### src/rtl/aw_writeback_packer.sv
// aw_writeback_packer
// Collects per-column activation writeback lanes into private FIFOs and packs
// PACK same-column elements into one wide beat for the write DMA. Columns are
// served round-robin. Elements that arrive at a full FIFO are dropped, and each
// drop is recorded in sticky status flags.
module aw_writeback_packer #(
   parameter int ARRAY_WIDTH = 16,
   parameter int QSIZE       = 8,
   parameter int PACK        = 4,
   parameter int FIFO_DEPTH  = 8
) (
   input  logic                           clk,
   input  logic                           rstn,
   input  logic [QSIZE-1:0]               aw_cb_data [ARRAY_WIDTH],
   input  logic [ARRAY_WIDTH-1:0]         aw_cb_valid,
   input  logic                           i_flush,
   input  logic                           i_clear_status,
   output logic [PACK*QSIZE-1:0]          o_data,
   output logic [PACK-1:0]                o_keep,
   output logic [$clog2(ARRAY_WIDTH)-1:0] o_col,
   output logic                           o_valid,
   input  logic                           o_ready,
   output logic                           o_flush_done,
   output logic                           o_overflow,
   output logic [ARRAY_WIDTH-1:0]         o_ovf_mask,
   output logic                           o_idle
);

   localparam int COL_W = $clog2(ARRAY_WIDTH);
   localparam int PTR_W = $clog2(FIFO_DEPTH);
   localparam int CNT_W = PTR_W + 1;
   localparam logic [CNT_W-1:0] PACK_CNT = CNT_W'(PACK);
   localparam logic [CNT_W-1:0] FULL_CNT = CNT_W'(FIFO_DEPTH);
   localparam logic [COL_W-1:0] LAST_COL = COL_W'(ARRAY_WIDTH - 1);

   // Column FIFO storage and bookkeeping
   logic [QSIZE-1:0]       mem_q   [ARRAY_WIDTH][FIFO_DEPTH];
   logic [PTR_W-1:0]       wrPtr_q [ARRAY_WIDTH];
   logic [PTR_W-1:0]       wrPtr_d [ARRAY_WIDTH];
   logic [PTR_W-1:0]       rdPtr_q [ARRAY_WIDTH];
   logic [PTR_W-1:0]       rdPtr_d [ARRAY_WIDTH];
   logic [CNT_W-1:0]       count_q [ARRAY_WIDTH];
   logic [CNT_W-1:0]       count_d [ARRAY_WIDTH];

   // Arbitration and control state
   logic [COL_W-1:0]       rr_q, rr_d;
   logic                   flushPending_q, flushPending_d;
   logic                   flushDone_q, flushDone_d;
   logic [ARRAY_WIDTH-1:0] ovfMask_q, ovfMask_d;

   // Output beat register
   logic                   oValid_q, oValid_d;
   logic [PACK*QSIZE-1:0]  oData_q, oData_d;
   logic [PACK-1:0]        oKeep_q, oKeep_d;
   logic [COL_W-1:0]       oCol_q, oCol_d;

   // Combinational helpers
   logic [ARRAY_WIDTH-1:0] eligible;
   logic                   allEmpty;
   logic                   hiFound, loFound, winFound;
   logic [COL_W-1:0]       hiCol, loCol, winCol;
   logic [CNT_W-1:0]       winCount, popNum;
   logic                   load;
   logic [PACK*QSIZE-1:0]  beatData;
   logic [PACK-1:0]        beatKeep;
   logic [ARRAY_WIDTH-1:0] popSel, pushOk, drop;
   logic                   flushEff, flushFinish;

   // A column may be served once it holds a full beat, or any data during a flush
   always_comb begin
      allEmpty = 1'b1;
      eligible = '0;
      for (int c = 0; c < ARRAY_WIDTH; c++) begin
         eligible[c] = (count_q[c] >= PACK_CNT) || (flushPending_q && (count_q[c] != '0));
         if (count_q[c] != '0) begin
            allEmpty = 1'b0;
         end
      end
   end

   // Round-robin pick: lowest eligible column at or above rr, else lowest overall
   always_comb begin
      hiFound = 1'b0;
      hiCol   = '0;
      loFound = 1'b0;
      loCol   = '0;
      for (int c = ARRAY_WIDTH - 1; c >= 0; c--) begin
         if (eligible[c]) begin
            loFound = 1'b1;
            loCol   = COL_W'(c);
            if (COL_W'(c) >= rr_q) begin
               hiFound = 1'b1;
               hiCol   = COL_W'(c);
            end
         end
      end
      winFound = loFound;
      winCol   = hiFound ? hiCol : loCol;
   end

   // Assemble the candidate beat from the winner's oldest entries, zero-padding unused lanes
   always_comb begin
      winCount = count_q[winCol];
      popNum   = (winCount >= PACK_CNT) ? PACK_CNT : winCount;
      load     = winFound && (!oValid_q || o_ready);
      beatData = '0;
      beatKeep = '0;
      for (int k = 0; k < PACK; k++) begin
         if (CNT_W'(k) < popNum) begin
            beatData[k*QSIZE +: QSIZE] = mem_q[winCol][rdPtr_q[winCol] + PTR_W'(k)];
            beatKeep[k] = 1'b1;
         end
      end
   end

   // Per-column push/pop accounting; a pop in the same cycle makes room for a push into a full FIFO
   always_comb begin
      popSel = '0;
      pushOk = '0;
      drop   = '0;
      for (int c = 0; c < ARRAY_WIDTH; c++) begin
         popSel[c]  = load && (winCol == COL_W'(c));
         pushOk[c]  = aw_cb_valid[c] && ((count_q[c] != FULL_CNT) || popSel[c]);
         drop[c]    = aw_cb_valid[c] && (count_q[c] == FULL_CNT) && !popSel[c];
         wrPtr_d[c] = wrPtr_q[c] + PTR_W'(pushOk[c]);
         rdPtr_d[c] = rdPtr_q[c] + (popSel[c] ? PTR_W'(popNum) : '0);
         count_d[c] = count_q[c] + CNT_W'(pushOk[c]) - (popSel[c] ? popNum : '0);
      end
   end

   // Output register, arbitration pointer, flush tracking and sticky drop flags
   always_comb begin
      oValid_d = oValid_q;
      oData_d  = oData_q;
      oKeep_d  = oKeep_q;
      oCol_d   = oCol_q;
      rr_d     = rr_q;
      if (load) begin
         oValid_d = 1'b1;
         oData_d  = beatData;
         oKeep_d  = beatKeep;
         oCol_d   = winCol;
         rr_d     = (winCol == LAST_COL) ? '0 : winCol + 1'b1;
      end else if (o_ready) begin
         oValid_d = 1'b0;
      end

      flushEff       = flushPending_q || i_flush;
      flushFinish    = flushEff && allEmpty && (!oValid_q || o_ready);
      flushPending_d = flushEff && !flushFinish;
      flushDone_d    = flushFinish;

      ovfMask_d = (i_clear_status ? '0 : ovfMask_q) | drop;
   end

   // State register; reset discards all buffered data and any held beat
   always_ff @(posedge clk or negedge rstn) begin
      if (!rstn) begin
         for (int c = 0; c < ARRAY_WIDTH; c++) begin
            wrPtr_q[c] <= '0;
            rdPtr_q[c] <= '0;
            count_q[c] <= '0;
         end
         rr_q           <= '0;
         flushPending_q <= 1'b0;
         flushDone_q    <= 1'b0;
         ovfMask_q      <= '0;
         oValid_q       <= 1'b0;
         oData_q        <= '0;
         oKeep_q        <= '0;
         oCol_q         <= '0;
      end else begin
         for (int c = 0; c < ARRAY_WIDTH; c++) begin
            wrPtr_q[c] <= wrPtr_d[c];
            rdPtr_q[c] <= rdPtr_d[c];
            count_q[c] <= count_d[c];
         end
         rr_q           <= rr_d;
         flushPending_q <= flushPending_d;
         flushDone_q    <= flushDone_d;
         ovfMask_q      <= ovfMask_d;
         oValid_q       <= oValid_d;
         oData_q        <= oData_d;
         oKeep_q        <= oKeep_d;
         oCol_q         <= oCol_d;
      end
   end

   // FIFO storage needs no reset since counts gate every read
   always_ff @(posedge clk) begin
      for (int c = 0; c < ARRAY_WIDTH; c++) begin
         if (pushOk[c]) begin
            mem_q[c][wrPtr_q[c]] <= aw_cb_data[c];
         end
      end
   end

   assign o_valid      = oValid_q;
   assign o_data       = oData_q;
   assign o_keep       = oKeep_q;
   assign o_col        = oCol_q;
   assign o_flush_done = flushDone_q;
   assign o_ovf_mask   = ovfMask_q;
   assign o_overflow   = |ovfMask_q;
   assign o_idle       = allEmpty && !oValid_q && !flushPending_q;

endmodule
### config.mk
export PLATFORM = sky130hd
export DESIGN_NAME = aw_writeback_packer
export DESIGN_NICKNAME = d
export VERILOG_FILES = /design/src/rtl/aw_writeback_packer.sv
export SDC_FILE = /design/constraint.sdc
export NUM_CORES = 2
export LEC_CHECK = 0
export ABC_CLOCK_PERIOD_IN_PS = 11460
export BUFFER_PORTS_ARGS = -buffer_cell sky130_fd_sc_hd__buf_2
export CAP_MARGIN = 10
export CORE_UTILIZATION = 30
export DETAILED_ROUTE_END_ITERATION = 8
export PLACE_DENSITY_LB_ADDON = 0.12
export RECOVER_POWER = 50
export REMOVE_ABC_BUFFERS = 1
export SYNTH_ARGS = -nofsm -noshare
export SYNTH_HDL_FRONTEND = slang
export SYNTH_SLANG_ARGS = --single-unit
### constraint.sdc
create_clock -name clk -period 11.46 [get_ports clk]
set_clock_uncertainty 0.15 [all_clocks]
set_input_delay 1.146 -clock clk [delete_from_list [all_inputs] [get_ports clk]]
set_output_delay 1.146 -clock clk [all_outputs]
set_load 0.05 [all_outputs]
==> results_dict.tcl <==
set metrics [dict create \
    status "finished, violations left" \
    violations "max-capacitance violations, max-slew violations" \
    die_y_microns 431 \
    multi_input_area_sq_mm 0.0175 \
    period_share 0.684 \
    yosys.area_share.simple 0.0691 \
    die_width_microns 431 \
    synth_seq_cells 1247 \
    cap_violations 3 \
    yosys.area_share.adder 0.0456 \
    vias 35773 \
    rr_worst_depth 16 \
    grt_pass1_wl_mm 316 \
    io_pins 209 \
    critical_path.max_fanout 60 \
    core_area_sq_mm 0.183 \
    clockBufferDepth 3 \
    mostFrequentLayoutCells "edfxtp_1, mux2i_1, dfrtp_1" \
    synthDistinctLibCells 88 \
    yosysTopAreaCell "edfxtp_1" \
    syn_to_final_growth_pct 15.3 \
    finalMaxSlewViolations 175 \
    pre_cts_slack_ns 3.78 \
    synthTopCellsByArea "edfxtp_1, dfrtp_1, mux2i_1" \
    hold_depth 1 \
    max_slew_margin -2.36 \
    grt_pass1_vias 34639 \
    required_ns 12.10 \
    num-nets-final 4384 \
    synth_xor_area_frac 0.0157 \
    setup_tns_ns 0 \
    synth_top_area_share 0.557 \
    crit_type "in -> async" \
    setup-violations-final 0 \
    setup_ws_ns 3.62 \
    drt_iter0_markers 3996 \
    cts_sinks 1247 \
    io_buffers 208 \
    worstSetupEndpointType "asynchronous set/reset pin" \
    clk_pin_slew_ns 0.06 \
    dr.pass1.iters 5 \
    grt_usage 0.252 \
    synth_flop_cell "edfxtp_1" \
    clk_latency_ns 0.82 \
    drc_errors 0 \
    grt_setup_unrepaired "no" \
    gr-total-overflow 0 \
    cts_tree "yes" \
    yosysWarnings 0 \
    final_common_cell "edfxtp_1" \
    synthArstFlopShare 0.179 \
    fmax_ghz 0.127 \
    antenna_found_initial 34 \
    hp-class "reg -> reg" \
    fin_area_sq_mm 0.0637 \
    routedWlPerCell_microns 35.5 \
    synth_compound_area_frac 0.0833 \
    num_rows 157 \
    ys_seq_area_frac 0.658 \
    arrival_ns 8.48 \
    cts_made_buffers 146 \
    antenna_violating_nets_post_route 0 \
    reg2reg_slack_ns 3.67 \
    syn_area_per_cell_sq_um 14.6 \
    htreeDepth 4 \
    dpl.hpwl_mm 176 \
    synth_edf_count 1024 \
    placed_cell_area_sq_mm 0.0593 \
    vias_per_cell 5.35 \
    synth.area.mux_share 0.100 \
    worstMarginPinSlew_ns 5.05 \
    fillers 17935 \
    wl_mm 238 \
    root_buffer "clkbuf_16" \
    cts.repair.resized 0 \
    synth_top_family_by_area "multiplexers" \
    ctsHoldBuffers 0 \
    grt_max_degree 112 \
    timing.final.crit_period_ns 7.84 \
    place_congestion 0.984 \
    start_util 0.302 \
    cts_setup_buffers 0 \
    final_layout_size_suffix_gt1_frac 0.114 \
    mappedNetlistArea_sq_mm 0.0553 \
    synthCells 3797 \
    area.sequential_sq_mm 0.0363 \
    design.die.area_sq_mm 0.186 \
    hold_viol_final 0 \
    worstSetupStartpointType "input port" \
]
-- routing by layer --
| metal | routed length (microns) | global-route usage | up-vias |
|---|---|---|---|
| met5 | 27 | 0 | - |
| met3 | 13300 | 0.0330 | 311 |
| met1 | 104000 | 0.349 | 18736 |
| li1 | - | - | 15308 |
| met2 | 109000 | 0.395 | 1414 |
| met4 | 11000 | 0.112 | 4 |
-- logic make-up (layout without fill, tap and decap cells) --
group | after synthesis | in the layout
flip-flops | 1247 | 1247
other | 0 | 51
buffers and inverters | 336 | 710
AO/OA/AOI/OAI | 666 | 666
multiplexers | 530 | 530
XOR/XNOR | 98 | 98
AND/OR/NAND/NOR | 738 | 738
adder cells (fa/ha/maj) | 182 | 182
-- area by class of cell --
| class | count | share of cell area |
|---|---|---|
| diodes | 51 | 0.00200 |
| clock buffers | 192 | 0.0622 |
| clock inverters | 74 | 0.00947 |
| inverters | 130 | 0.00776 |
| multi-input cells | 2214 | 0.274 |
| flip-flops and latches | 1247 | 0.570 |
| well taps | 2464 | 0.0484 |
| repair buffers | 314 | 0.0255 |
-- sequential cells by signal (all words and copies together), names as in the netlist, 4 cells and up --
register and cells:
o_ovf_mask 16, count_q 64, rdPtr_q 48, mem_q 1024, o_data 32, wrPtr_q 48
rr_q 4, o_keep 4, o_col 4
-- per-stage QoR --
step | hold WS [ns] | util | cells
after global routing | 0.359 | 0.348 | 6678
after floorplan | 0.322 | - | 3591
after CTS | 0.128 | 0.349 | 6634
after detailed placement | 0.302 | 0.324 | 6368
after global placement | 0.300 | 0.324 | 6368
final | 0.320 | 0.348 | 6686
-- cells in the mapped netlist (8+ instances only) --
| cell type | count |
|---|---|
| a2111o_1 | 8 |
| a2111oi_0 | 36 |
| a211oi_1 | 117 |
| a21o_1 | 20 |
| a21oi_1 | 30 |
| a221o_1 | 8 |
| and2_1 | 38 |
| and4_1 | 10 |
| buf_1 | 8 |
| buf_2 | 84 |
| buf_4 | 26 |
| buf_6 | 16 |
| clkbuf_1 | 72 |
| dfrtp_1 | 223 |
| edfxtp_1 | 1024 |
| fa_1 | 32 |
| ha_1 | 150 |
| inv_1 | 126 |
| mux2_2 | 52 |
| mux2i_1 | 459 |
| mux4_2 | 12 |
| nand2_1 | 155 |
| nand2_2 | 9 |
| nand2b_1 | 55 |
| nand3_1 | 126 |
| nand4_1 | 22 |
| nor2_1 | 157 |
| nor2b_1 | 10 |
| nor3_1 | 37 |
| nor4_1 | 30 |
| o21ai_0 | 129 |
| o21ai_1 | 17 |
| o221ai_1 | 32 |
| o22ai_1 | 207 |
| or4_1 | 41 |
| xnor2_1 | 63 |
| xor2_1 | 34 |
-- path summary, 6_finish.rpt --
path,to,startpoint
hold / removal,o_keep[0],o_keep[0]
min in group asynchronous,wrPtr_q[47],rstn
setup reg to reg,o_data[22],flushPending_q
hold reg to reg,o_keep[0],o_keep[0]
max in group clk,o_data[22],flushPending_q
setup / recovery,wrPtr_q[12],rstn
-- critical path, stage by stage --
cell and delay (ns):
clkbuf_1 3.37, clkbuf_1 2.79, buf_4 0.98
Power is left out: the tool's default activity adds up to more than one toggle a clock period on the data nets, which glitch-free logic cannot reach.
